===== config.mk =====
export PLATFORM = sky130hd
export DESIGN_NAME = hit_scorer
export DESIGN_NICKNAME = d
export VERILOG_FILES = /design/src/rtl/hit_scorer.sv
export SDC_FILE = /design/constraint.sdc
export NUM_CORES = 1
export LEC_CHECK = 0
export ABC_AREA = 1
export ABC_CLOCK_PERIOD_IN_PS = 12200
export CAP_MARGIN = 10
export CORE_ASPECT_RATIO = 1.75
export CORE_MARGIN = 2
export CORE_UTILIZATION = 43
export CTS_CLUSTER_DIAMETER = 80
export DETAILED_ROUTE_END_ITERATION = 10
export SYNTH_ARGS = -nofsm -noshare
export SYNTH_HDL_FRONTEND = slang
export SYNTH_SLANG_ARGS = --single-unit

===== constraint.sdc =====
create_clock -name CLK100MHZ -period 12.2 [get_ports CLK100MHZ]
set_clock_uncertainty 0.15 [all_clocks]
set_input_delay 2.44 -clock CLK100MHZ [delete_from_list [all_inputs] [get_ports CLK100MHZ]]
set_output_delay 2.44 -clock CLK100MHZ [all_outputs]
set_load 0.05 [all_outputs]

===== src/rtl/hit_scorer.sv =====
// Whack-a-mole hit scorer: debounced buttons, BCD score, lives and spawn pacing.
// Optional build macro MISS_PENALTY_EN: a press on an empty hole also costs a life.
module hit_scorer #(
  parameter int DEBOUNCE_CYCLES = 1000000,
  parameter int SPAWN_GAP       = 50000000,
  parameter int START_LIVES     = 3
) (
  input  logic        CLK100MHZ,
  input  logic        reset,
  input  logic        start,
  input  logic [7:0]  btn,
  input  logic [7:0]  mole,
  input  logic [1:0]  difficulty,
  output logic [7:0]  molehit,
  output logic        enable,
  output logic [15:0] score_bcd,
  output logic [2:0]  lives,
  output logic        game_over
);
  localparam int DB_W  = $clog2(DEBOUNCE_CYCLES + 1);
  localparam int GAP_W = $clog2(SPAWN_GAP + 1);

  typedef enum logic [1:0] {IDLE, PLAY, OVER} state_t;

  // Bit 0 is the start button, bits 8:1 are the hole buttons.
  logic [8:0] raw, sync1_reg, sync2_reg, level, level_prev_reg, press;
  assign raw   = {btn, start};
  assign press = level & ~level_prev_reg;

  always_ff @(posedge CLK100MHZ or posedge reset) begin
    if (reset) begin
      sync1_reg      <= '0;
      sync2_reg      <= '0;
      level_prev_reg <= '0;
    end else begin
      sync1_reg      <= raw;
      sync2_reg      <= sync1_reg;
      level_prev_reg <= level;
    end
  end

  genvar gi;
  generate
    for (gi = 0; gi < 9; gi++) begin : g_db
      logic [DB_W-1:0] cnt_reg;
      logic            level_reg;
      assign level[gi] = level_reg;
      // Counts consecutive samples that disagree with the accepted level.
      always_ff @(posedge CLK100MHZ or posedge reset) begin
        if (reset) begin
          cnt_reg   <= '0;
          level_reg <= 1'b0;
        end else if (sync2_reg[gi] == level_reg) begin
          cnt_reg <= '0;
        end else if (cnt_reg == DB_W'(DEBOUNCE_CYCLES - 1)) begin
          cnt_reg   <= '0;
          level_reg <= sync2_reg[gi];
        end else begin
          cnt_reg <= cnt_reg + 1'b1;
        end
      end
    end
  endgenerate

  function automatic logic [15:0] bcd_add(input logic [15:0] a, input logic [2:0] inc);
    logic [4:0]  d;
    logic        carry;
    logic [15:0] r;
    carry = 1'b0;
    r     = '0;
    for (int k = 0; k < 4; k++) begin
      d = {1'b0, a[4*k +: 4]} + ((k == 0) ? {2'b00, inc} : 5'd0) + {4'b0000, carry};
      if (d > 5'd9) begin
        d     = d - 5'd10;
        carry = 1'b1;
      end else begin
        carry = 1'b0;
      end
      r[4*k +: 4] = d[3:0];
    end
    return carry ? 16'h9999 : r;
  endfunction

  state_t           state_reg;
  logic [7:0]       pending_reg, hit_mask_reg, mole_prev_reg, molehit_reg;
  logic [GAP_W-1:0] gap_cnt_reg;
  logic [15:0]      score_reg;
  logic [2:0]       lives_reg, lives_next;
  logic             enable_reg, game_over_reg;

  logic [7:0] proc_bit, fall, escape, hit_bit;
  logic       lose_life;

  always_comb begin
    proc_bit  = pending_reg & (~pending_reg + 8'd1);
    fall      = mole_prev_reg & ~mole;
    escape    = fall & ~hit_mask_reg;
    hit_bit   = proc_bit & mole;
`ifdef MISS_PENALTY_EN
    lose_life = (|escape) | (|(proc_bit & ~mole));
`else
    lose_life = |escape;
`endif
    lives_next = (lose_life && lives_reg != 3'd0) ? lives_reg - 3'd1 : lives_reg;
  end

  always_ff @(posedge CLK100MHZ or posedge reset) begin
    if (reset) begin
      state_reg     <= IDLE;
      pending_reg   <= '0;
      hit_mask_reg  <= '0;
      mole_prev_reg <= '0;
      molehit_reg   <= '0;
      gap_cnt_reg   <= '0;
      score_reg     <= '0;
      lives_reg     <= '0;
      enable_reg    <= 1'b0;
      game_over_reg <= 1'b0;
    end else begin
      mole_prev_reg <= mole;
      molehit_reg   <= '0;
      enable_reg    <= 1'b0;
      case (state_reg)
        PLAY: begin
          pending_reg  <= (pending_reg & ~proc_bit) | press[8:1];
          hit_mask_reg <= (hit_mask_reg & ~fall) | hit_bit;
          molehit_reg  <= hit_bit;
          lives_reg    <= lives_next;
          if (|hit_bit)
            score_reg <= bcd_add(score_reg, {1'b0, difficulty} + 3'd1);
          if (mole != 8'd0) begin
            gap_cnt_reg <= '0;
          end else if (gap_cnt_reg == GAP_W'(SPAWN_GAP - 1)) begin
            gap_cnt_reg <= '0;
            enable_reg  <= 1'b1;
          end else begin
            gap_cnt_reg <= gap_cnt_reg + 1'b1;
          end
          if (lives_next == 3'd0) begin
            state_reg     <= OVER;
            game_over_reg <= 1'b1;
          end
        end
        default: begin
          pending_reg <= '0;
          if (press[0]) begin
            state_reg     <= PLAY;
            game_over_reg <= 1'b0;
            score_reg     <= '0;
            lives_reg     <= 3'(START_LIVES);
            hit_mask_reg  <= '0;
            gap_cnt_reg   <= '0;
          end
        end
      endcase
    end
  end

  assign molehit   = molehit_reg;
  assign enable    = enable_reg;
  assign score_bcd = score_reg;
  assign lives     = lives_reg;
  assign game_over = game_over_reg;
endmodule


==> results of run 1 <==
## per-layer routing
layer / part of all wire / up-vias / global-route usage
met3: 0.042 / 76 / 0.02819
met1: 0.40 / 5855 / 0.2062
li1: - / 6109 / -
met2: 0.53 / 202 / 0.3524
met4: 0.031 / 2 / 0.07517
met5: 0.00039 / - / 0
## worst max-delay path by stage
stage | depth (start not counted) | start | endpoint
2_1_floorplan | 1 | reset | enable$_DFF_PP0_
3_3_place_gp | 29 | difficulty[0] | score_bcd[11]$_DFFE_PP0P_
3_5_place_dp | 30 | difficulty[0] | score_bcd[0]$_DFFE_PP0P_
4_1_cts | 29 | difficulty[0] | score_bcd[11]$_DFFE_PP0P_
5_1_grt | 30 | difficulty[0] | score_bcd[11]$_DFFE_PP0P_
6_report | 29 | difficulty[0] | score_bcd[11]$_DFFE_PP0P_
## cell usage after synthesis (5+ instances only)
| cell | n |
|---|---|
| a21oi_1 | 49 |
| a31oi_1 | 7 |
| and3_1 | 7 |
| buf_2 | 5 |
| clkinv_1 | 5 |
| dfrtp_1 | 296 |
| ha_1 | 23 |
| inv_1 | 240 |
| inv_2 | 6 |
| nand2_1 | 332 |
| nand2_2 | 14 |
| nand3_1 | 134 |
| nand3_2 | 6 |
| nand4_1 | 77 |
| nor2_1 | 286 |
| nor2_2 | 20 |
| nor2_4 | 8 |
| nor3_1 | 69 |
| nor3_2 | 5 |
| nor3b_1 | 14 |
| nor4_1 | 20 |
| o21ai_0 | 26 |
| o21ai_1 | 5 |
| o22ai_1 | 8 |
| or2_2 | 7 |
| xnor2_1 | 30 |
| xor2_1 | 85 |
## where the power goes
part,switching (mW),internal (mW)
combinational,0.0445,0.0179
sequential,0.00756,0.993
clock,0.391,0.575
## per-stage QoR
stage / util / hold slack (ps) / instance area [um^2] / cells
finish: 0.4931 / 199.8 / 17350 / 2394
global route: 0.4931 / 203.3 / 17350 / 2394
CTS: 0.4931 / 202.1 / 17350 / 2394
detailed placement: 0.4638 / 187.2 / 16320 / 2343
global placement: 0.4638 / 183.6 / 16320 / 2343
floorplan: - / 181.2 / 15310 / 1842
## final cells by class
type / count / area [um^2] / area share
tap: 465 / 581.8 / 0.03354
timing repair buffer: 50 / 510.5 / 0.02943
clock buffer: 38 / 852.1 / 0.04912
inverter: 251 / 949.7 / 0.05474
multi-input combinational: 1281 / 6869 / 0.3960
sequential: 296 / 7407 / 0.4270
clock inverter: 13 / 177.7 / 0.01024
## logic make-up (layout without fill, tap and decap cells)
kind of cell               after synthesis  count (layout)
buffers and inverters                  265             352
adders and majority gates               24              24
and+or+nand+nor                       1018            1018
muxes                                    4               4
xor gates and xnor gates               115             115
AOI/OAI and AO/OA                      120             120
DFF                                    296             296
==> flow_summary.toml, run 1 <==
[status]
status = "complete, no violations"

[placement]
dpl.hpwl_um = 24150
gp_congestion = 0.8818
dp_slack_ps = 4309
port_buffers = 49

[timing]
max_freq_ghz = 0.1353
fin_crit_ps = 7392
rsz0062_at_grt = "no"
setup_tns_ps = 0
slew_headroom = 0.2645
finalHoldViolCount = 0
setup_viol = 0
setup_slack_ps = 4808
slew_violations = 0
finalCritPeriodShare = 0.6059
tightest_slew_ps = 1093

[clock_tree]
ctsResizeCount = 0
cts_hold_buf = 0
cts_setup_buffers = 0
insertion_delay_ps = 570
tritoncts = "done"
clkTransAtPathRegs_ps = 60
cts.path.max_buffers = 3
cts_buffers = 30
cts.sinks = 296
root_buffer = "clkbuf_16"
htreeDepth = 1

[route]
detail_route.vias_per_cell = 5.114
drt_pass1_iterations = 5
drc = 0
wl_per_cell_um = 14.06
routed_wl_um = 33650
dr.first_iter.drc_count = 508
via_count = 12240
drtAntennaViolNets = 0

[hold_path]
hp-start = "sync1_reg[8]$_DFF_PP0_"
hold_end = "sync2_reg[8]$_DFF_PP0_"
whs_path_depth = 0
hold_path_class = "reg2reg"

[synth]
synth-simple-area-share = 0.3135
synth_edf_count = 0
synthAdderAreaFrac = 0.02010
syn_area_um2 = 15310
yosysTopAreaCellShare = 0.4838
synth.area.mux_share = 0.002942
synth_seq_area_share = 0.4838
yosysWarningCount = 0
ys_types = 62
syn_nets = 1887
yosysTopAreaCell = "dfrtp_1"
synth_xor_xnor_area_share = 0.06579
synth-main-ff-cell = "dfrtp_1"
syn_area_per_cell_um2 = 8.311
synth.area.top_cells = "dfrtp_1 48%, nand2_1 8.1%, nor2_1 7.0%"
netlist_instances = 1842
ys_async_sr_fraction = 1.000
synth_top_family_by_area = "simple AND/OR/NAND/NOR gates"
synth-compound-area-share = 0.04634
ys_ff_latch = 296

[final_layout]
diodes = 0
largest_reg_flops = 180
final_cell_mix = "332 x nand2_1, 296 x dfrtp_1, 286 x nor2_1, 239 x inv_1, 134 x nand3_1"
fill_cells = 3374
drive_gt1_frac = 0.07102
fin_nets = 1955
area_growth_syn_to_layout_pct = 13.31
layout_commonest_cell = "nand2_1"

[setup_path]
end_kind = "flip-flop"
crit_buf_inv = 4
startpoint_type = "input port"
r2r-end = "score_bcd[11]$_DFFE_PP0P_"
max_stage_delay_ps = 450
worst-r2r-cell-count = 29
crit_fanout = 11
slowest_stage = "clkdlybuf4s50_1"
crit_top_cell = "nand2_1"
critPathKind = "in2reg"
crit_required_ps = 12500
crit_family = "adder cells"
reg2reg_slack_ps = 6680
worstPathArrival_ps = 7690
regToRegStartpoint = "score_bcd[0]$_DFFE_PP0P_"

[global_routing]
grt_pass1_vias = 12590
grt_usage = 0.1859
grt_pass1_wl_um = 58060
grt_max_degree = 159
grt_overflow_total = 0
antenna_found_initial = 1

[floorplanning]
core_area_um2 = 35180
die_h_um = 253.6
die_area_um2 = 37190
die_x_um = 146.6
rows = 91
ioPinCount = 50
start_util = 0.4352

[job]
max-cap-violations = 0

[power]
finalPower_mw = 2.029
power-per-cell-area_nw_per_um2 = 117.0
p_leak_nw = 8.007
ir_drop_uv = 103.4
No activity file was read; power rests on OpenSTA's default activity.
==> run 2: changes to the inputs <==
Settings changed: ABC_CLOCK_PERIOD_IN_PS 12200 to 7000.
Clock period 12.2 ns to 7 ns, I/O delays scaled along.
==> flow_summary.toml, run 2 (same netlist as run 1, synthesis figures left out) <==
[final_layout]
fill_cells = 3308
drive_gt1_frac = 0.07191
largest_reg_flops = 180
fin_util = 0.4956
multiInputGateArea_um2 = 6869
final_cell_mix = "332 x nand2_1, 296 x dfrtp_1, 286 x nor2_1, 239 x inv_1, 134 x nand3_1"
design_area_um2 = 17440
layout_commonest_cell = "nand2_1"
area_growth_syn_to_layout_pct = 13.89
diodes = 0
seq_area_um2 = 7407
fin_nets = 1955

[setup_path]
worst-r2r-cell-count = 29
crit_required_ps = 7310
max_stage_delay_ps = 400
crit_fanout = 11
reg2reg_slack_ps = 1480
critPathKind = "in2reg"
startpoint_type = "input port"
r2r-end = "score_bcd[0]$_DFFE_PP0P_"
worstPathArrival_ps = 6660
crit_top_cell = "nand2_1"
startpoint = "difficulty[0]"
end_kind = "flip-flop"
regToRegStartpoint = "score_bcd[0]$_DFFE_PP0P_"
crit_end = "score_bcd[0]$_DFFE_PP0P_"
slowest_stage = "clkdlybuf4s50_1"

[placement]
dp_slack_ps = 211.7
dpl.hpwl_um = 24170
place_area_um2 = 16330
gp_congestion = 0.8910
port_buffers = 49

[clock_tree]
cts.sinks = 296
clkTransAtPathRegs_ps = 70
root_buffer = "clkbuf_16"
ctsResizeCount = 0
tritoncts = "done"
insertion_delay_ps = 570
cts_buffers = 29
htreeDepth = 1
cts_setup_buffers = 0
cts_hold_buf = 0
cts.path.max_buffers = 3

[power]
power-per-cell-area_nw_per_um2 = 209.3
p_leak_nw = 8.038
finalPower_mw = 3.649
ir_drop_uv = 188.8

[global_routing]
antenna_found_initial = 0
grt_pass1_vias = 12300
grt_max_degree = 151
grt_overflow_total = 0
grt_pass1_wl_um = 57180
grt_usage = 0.1829

[timing]
slew_headroom = 0.2735
setup_tns_ps = 0
tightest_slew_ps = 1080
fin_crit_ps = 6352
finalHoldViolCount = 0
setup_viol = 0
rsz0062_at_grt = "no"
slew_violations = 0
max_freq_ghz = 0.1574
setup_slack_ps = 647.7
finalCritPeriodShare = 0.9075

[floorplanning]
die_h_um = 253.6
die_x_um = 146.6
rows = 91
die_area_um2 = 37190
ioPinCount = 50
core_area_um2 = 35180
start_util = 0.4352

[route]
drt_pass1_iterations = 4
drtAntennaViolNets = 0
wl_per_cell_um = 13.78
via_count = 12170
dr.first_iter.drc_count = 493
drc = 0
detail_route.vias_per_cell = 5.073
routed_wl_um = 33040

[hold_path]
whs_path_depth = 0
hold_path_class = "reg2reg"

[job]
max-cap-violations = 0

[status]
status = "complete, no violations"
==> run 2: critical path: cells and delay by family <==
kind,cells,cell delay (ps)
adder cells (fa/ha/maj),8,1850
AND/OR/NAND/NOR,13,1320
AO/OA/AOI/OAI,1,340
buffers and inverters,4,830
XOR/XNOR,4,920
==> run 2: per-layer routing <==
layer	vias to the layer above	routed length, um	track usage
li1	6108	-	-
met1	5805	13390	0.2091
met2	185	17360	0.3430
met3	68	1339	0.02819
met4	0	946	0.06602
met5	-	0	0
==> run 2: where the power goes <==
group	switching (mW)	internal [mW]	leakage [nW]
clock network	0.694	1.10	0.533
registers	0.0132	1.73	3.89
logic	0.0768	0.0323	3.61
==> run 2: area by class of cell <==
| class | count | share of cell area |
|---|---|---|
| clock buffers | 37 | 0.04564 |
| clock inverters | 17 | 0.01751 |
| inverters | 251 | 0.05425 |
| multi-input cells | 1281 | 0.3940 |
| flip-flops and latches | 296 | 0.4248 |
| well taps | 465 | 0.03337 |
| repair buffers | 51 | 0.03043 |
==> run 2: how the worst min path moves through the flow <==
stage                                 from                     end  slack (ps)
floorplan           sync1_reg[0]$_DFF_PP0_  sync2_reg[0]$_DFF_PP0_         180
global placement    sync1_reg[4]$_DFF_PP0_  sync2_reg[4]$_DFF_PP0_         180
detailed placement  sync1_reg[4]$_DFF_PP0_  sync2_reg[4]$_DFF_PP0_         190
CTS                 sync1_reg[4]$_DFF_PP0_  sync2_reg[4]$_DFF_PP0_         200
global route        sync1_reg[2]$_DFF_PP0_  sync2_reg[2]$_DFF_PP0_         210
finish              sync1_reg[5]$_DFF_PP0_  sync2_reg[5]$_DFF_PP0_         200
==> run 2: stage by stage <==
| stage | cells | hold WS (ps) |
|---|---|---|
| after global routing | 2398 | 205.7 |
| after global placement | 2344 | 182.2 |
| after CTS | 2398 | 200.8 |
| final | 2398 | 201.0 |
| after detailed placement | 2344 | 185.8 |
| after floorplan | 1842 | 181.2 |
==> RTL edit: new RTL, flow settings as in run 1 <==
The option `MISS_PENALTY_EN` is turned on by a define.
--- a/src/rtl/hit_scorer.sv
+++ b/src/rtl/hit_scorer.sv
@@ -1,5 +1,7 @@
 // Whack-a-mole hit scorer: debounced buttons, BCD score, lives and spawn pacing.
 // Optional build macro MISS_PENALTY_EN: a press on an empty hole also costs a life.
+`define MISS_PENALTY_EN
+
 module hit_scorer #(
   parameter int DEBOUNCE_CYCLES = 1000000,
   parameter int SPAWN_GAP       = 50000000,
Formal check against the unedited RTL: same outputs for any inputs over 10 cycles, from zero or initial values and one cycle with reset high; that may be too few to reach the edited logic, so the function may still have changed.
==> RTL edit against run 1 <==
- clock power decreased by 2.8%
- critical endpoint is now score_bcd[2]
- via count decreased by 8.5%
- worst setup slack improved by 180 ps
- sequential power about the same
- global-route usage down 0.87 points
- combinational power grew 2%
- power is 1.3% lower
- wire length decreased by 10%
- sequential cell count is the same
- final area is 3.8% lower
- first-iteration DRC count is 9.1% higher
- area after synthesis decreased by 4.3%
==> RTL edit: results (changes against run 1) <==
Route
  – Routed met2 length: 16,300 um (was 17,900 um)
  – DRT Wirelength: 30,200 um (was 33,600 um)
  – Met3 wire length: 755 um (was 1410 um)
  – Via count: 11,205 (was 12,244)
  – Detailed Route Iter0 Violations: 554 (was 508)
  – M1 WL: 12,400 um (was 13,300 um)

Global route
  – GRT met1 Usage: 19.7% (was 20.6%)
  – Antenna violations before repair: 0 (was 1)
  – Met3 Resource Use GR: 1.86% (was 2.82%)
  – Largest net degree at the start of global routing: 140 (was 159)
  – Total GRT Usage: 17.7% (was 18.6%)
  – Met2 Use GR: 34.3% (was 35.2%)
  – Vias in the first global route: 11,528 (was 12,588)

Placed design
  – Placed wire-length estimate: 21,700 um (was 24,100 um)
  – Dpl ws: 4390 ps (was 4310 ps)
  – Post-DP Area: 0.0157 mm^2 (was 0.0163 mm^2)

Worst setup path
  – Max stage delay on crit path: 400 ps (was 450 ps)
  – Arrival @ worst endpoint: 7550 ps (was 7690 ps)
  – Crit Path Max Fanout: 7 (was 11)
  – Reg2reg setup slack: 6870 ps (was 6680 ps)
  – R2R depth: 28 (was 29)
  – Reg2reg end: score_bcd[2] (was score_bcd[11])

Final layout
  – Fill count: 3,242 (was 3,374)
  – CLK BUF: 39 (was 38)
  – Fraction of area in registers: 44.4% (was 42.7%)
  – Bufs w/o clock: 52 (was 50)
  – Multi-input gates: 1,124 (was 1,281)
  – Layout cells sized above 1: 10.1% (was 7.10%)
  – Fraction of area in non-clock buffers: 3.07% (was 2.94%)

Power and ir drop
  – Leakage: 7.51 nW (was 8.01 nW)
  – Cell internal pwr: 1.56 mW (was 1.59 mW)
  – PwrDens: 120 mW/mm^2 (was 117 mW/mm^2)

Timing
  – Measured slew at the worst slew-check pin: 1030 ps (was 1090 ps)
  – Post-route worst setup slack: 4990 ps (was 4810 ps)

Logic synthesis
  – Synth area leaders: dfrtp_1 (51%), nor2_1 (6.0%), nand2_1 (6.0%) (was dfrtp_1 (48%), nand2_1 (8.1%), nor2_1 (7.0%))
  – Synth unique cells: 56 (was 62)
  – Syn Nets: 1,728 (was 1,887)

Outcome
  – Status: completed (unchanged)

Clocking
  – TritonCTS Buffers: 29 (was 30)
[RTL edit: changes by cell type after synthesis, sizes merged, moves of 6 or more]
cell | run 1 | this run
a21oi | 49 | 96
buf | 11 | 4
inv | 246 | 252
nand2 | 348 | 253
nand3 | 141 | 101
nand4 | 78 | 47
nor2 | 316 | 269
nor3b | 17 | 10
nor4 | 22 | 28
o21a | 4 | 15
o21ai | 32 | 53
xnor2 | 30 | 22
xor2 | 85 | 58
[RTL edit: power groups by stage]
stage                     registers [mW]  logic [mW]  clock network [mW]
after detailed placement            1.02      0.0665                   0
after global routing                1.00      0.0765                1.01
after floorplan                     1.02      0.0435                   0
after global placement              1.02      0.0656                   0
after CTS                           1.00      0.0668               0.971
final                               1.00      0.0639               0.939
[RTL edit: kinds of logic after synthesis]
| family | after synthesis | synth area share, % |
|---|---|---|
| buf+inv | 263 | 6.85 |
| xor+xnor | 80 | 4.78 |
| compound gates | 209 | 8.35 |
| mux | 9 | 0.692 |
| fa+ha+maj | 24 | 2.10 |
| flops | 296 | 50.5 |
| simple gates | 802 | 26.7 |
[RTL edit: how the worst min path moves through the flow]
stage	from	end	slack [ps]	cells after the start
3_3_place_gp	sync1_reg[5]	sync2_reg[5]	180	0
3_5_place_dp	sync1_reg[5]	sync2_reg[5]	180	0
5_1_grt	sync1_reg[4]	sync2_reg[4]	220	0
4_1_cts	sync1_reg[5]	sync2_reg[5]	190	0
2_1_floorplan	sync1_reg[0]	sync2_reg[0]	180	0
6_report	sync1_reg[5]	sync2_reg[5]	200	0
[RTL edit: metrics by stage]
stage | total power [mW] | hold WS [ps] | instances
after global routing | 2.08 | 219 | 2232
after CTS | 2.04 | 195 | 2232
final | 2.00 | 198 | 2232
after global placement | 1.08 | 183 | 2180
after floorplan | 1.06 | 181 | 1683
after detailed placement | 1.09 | 185 | 2180
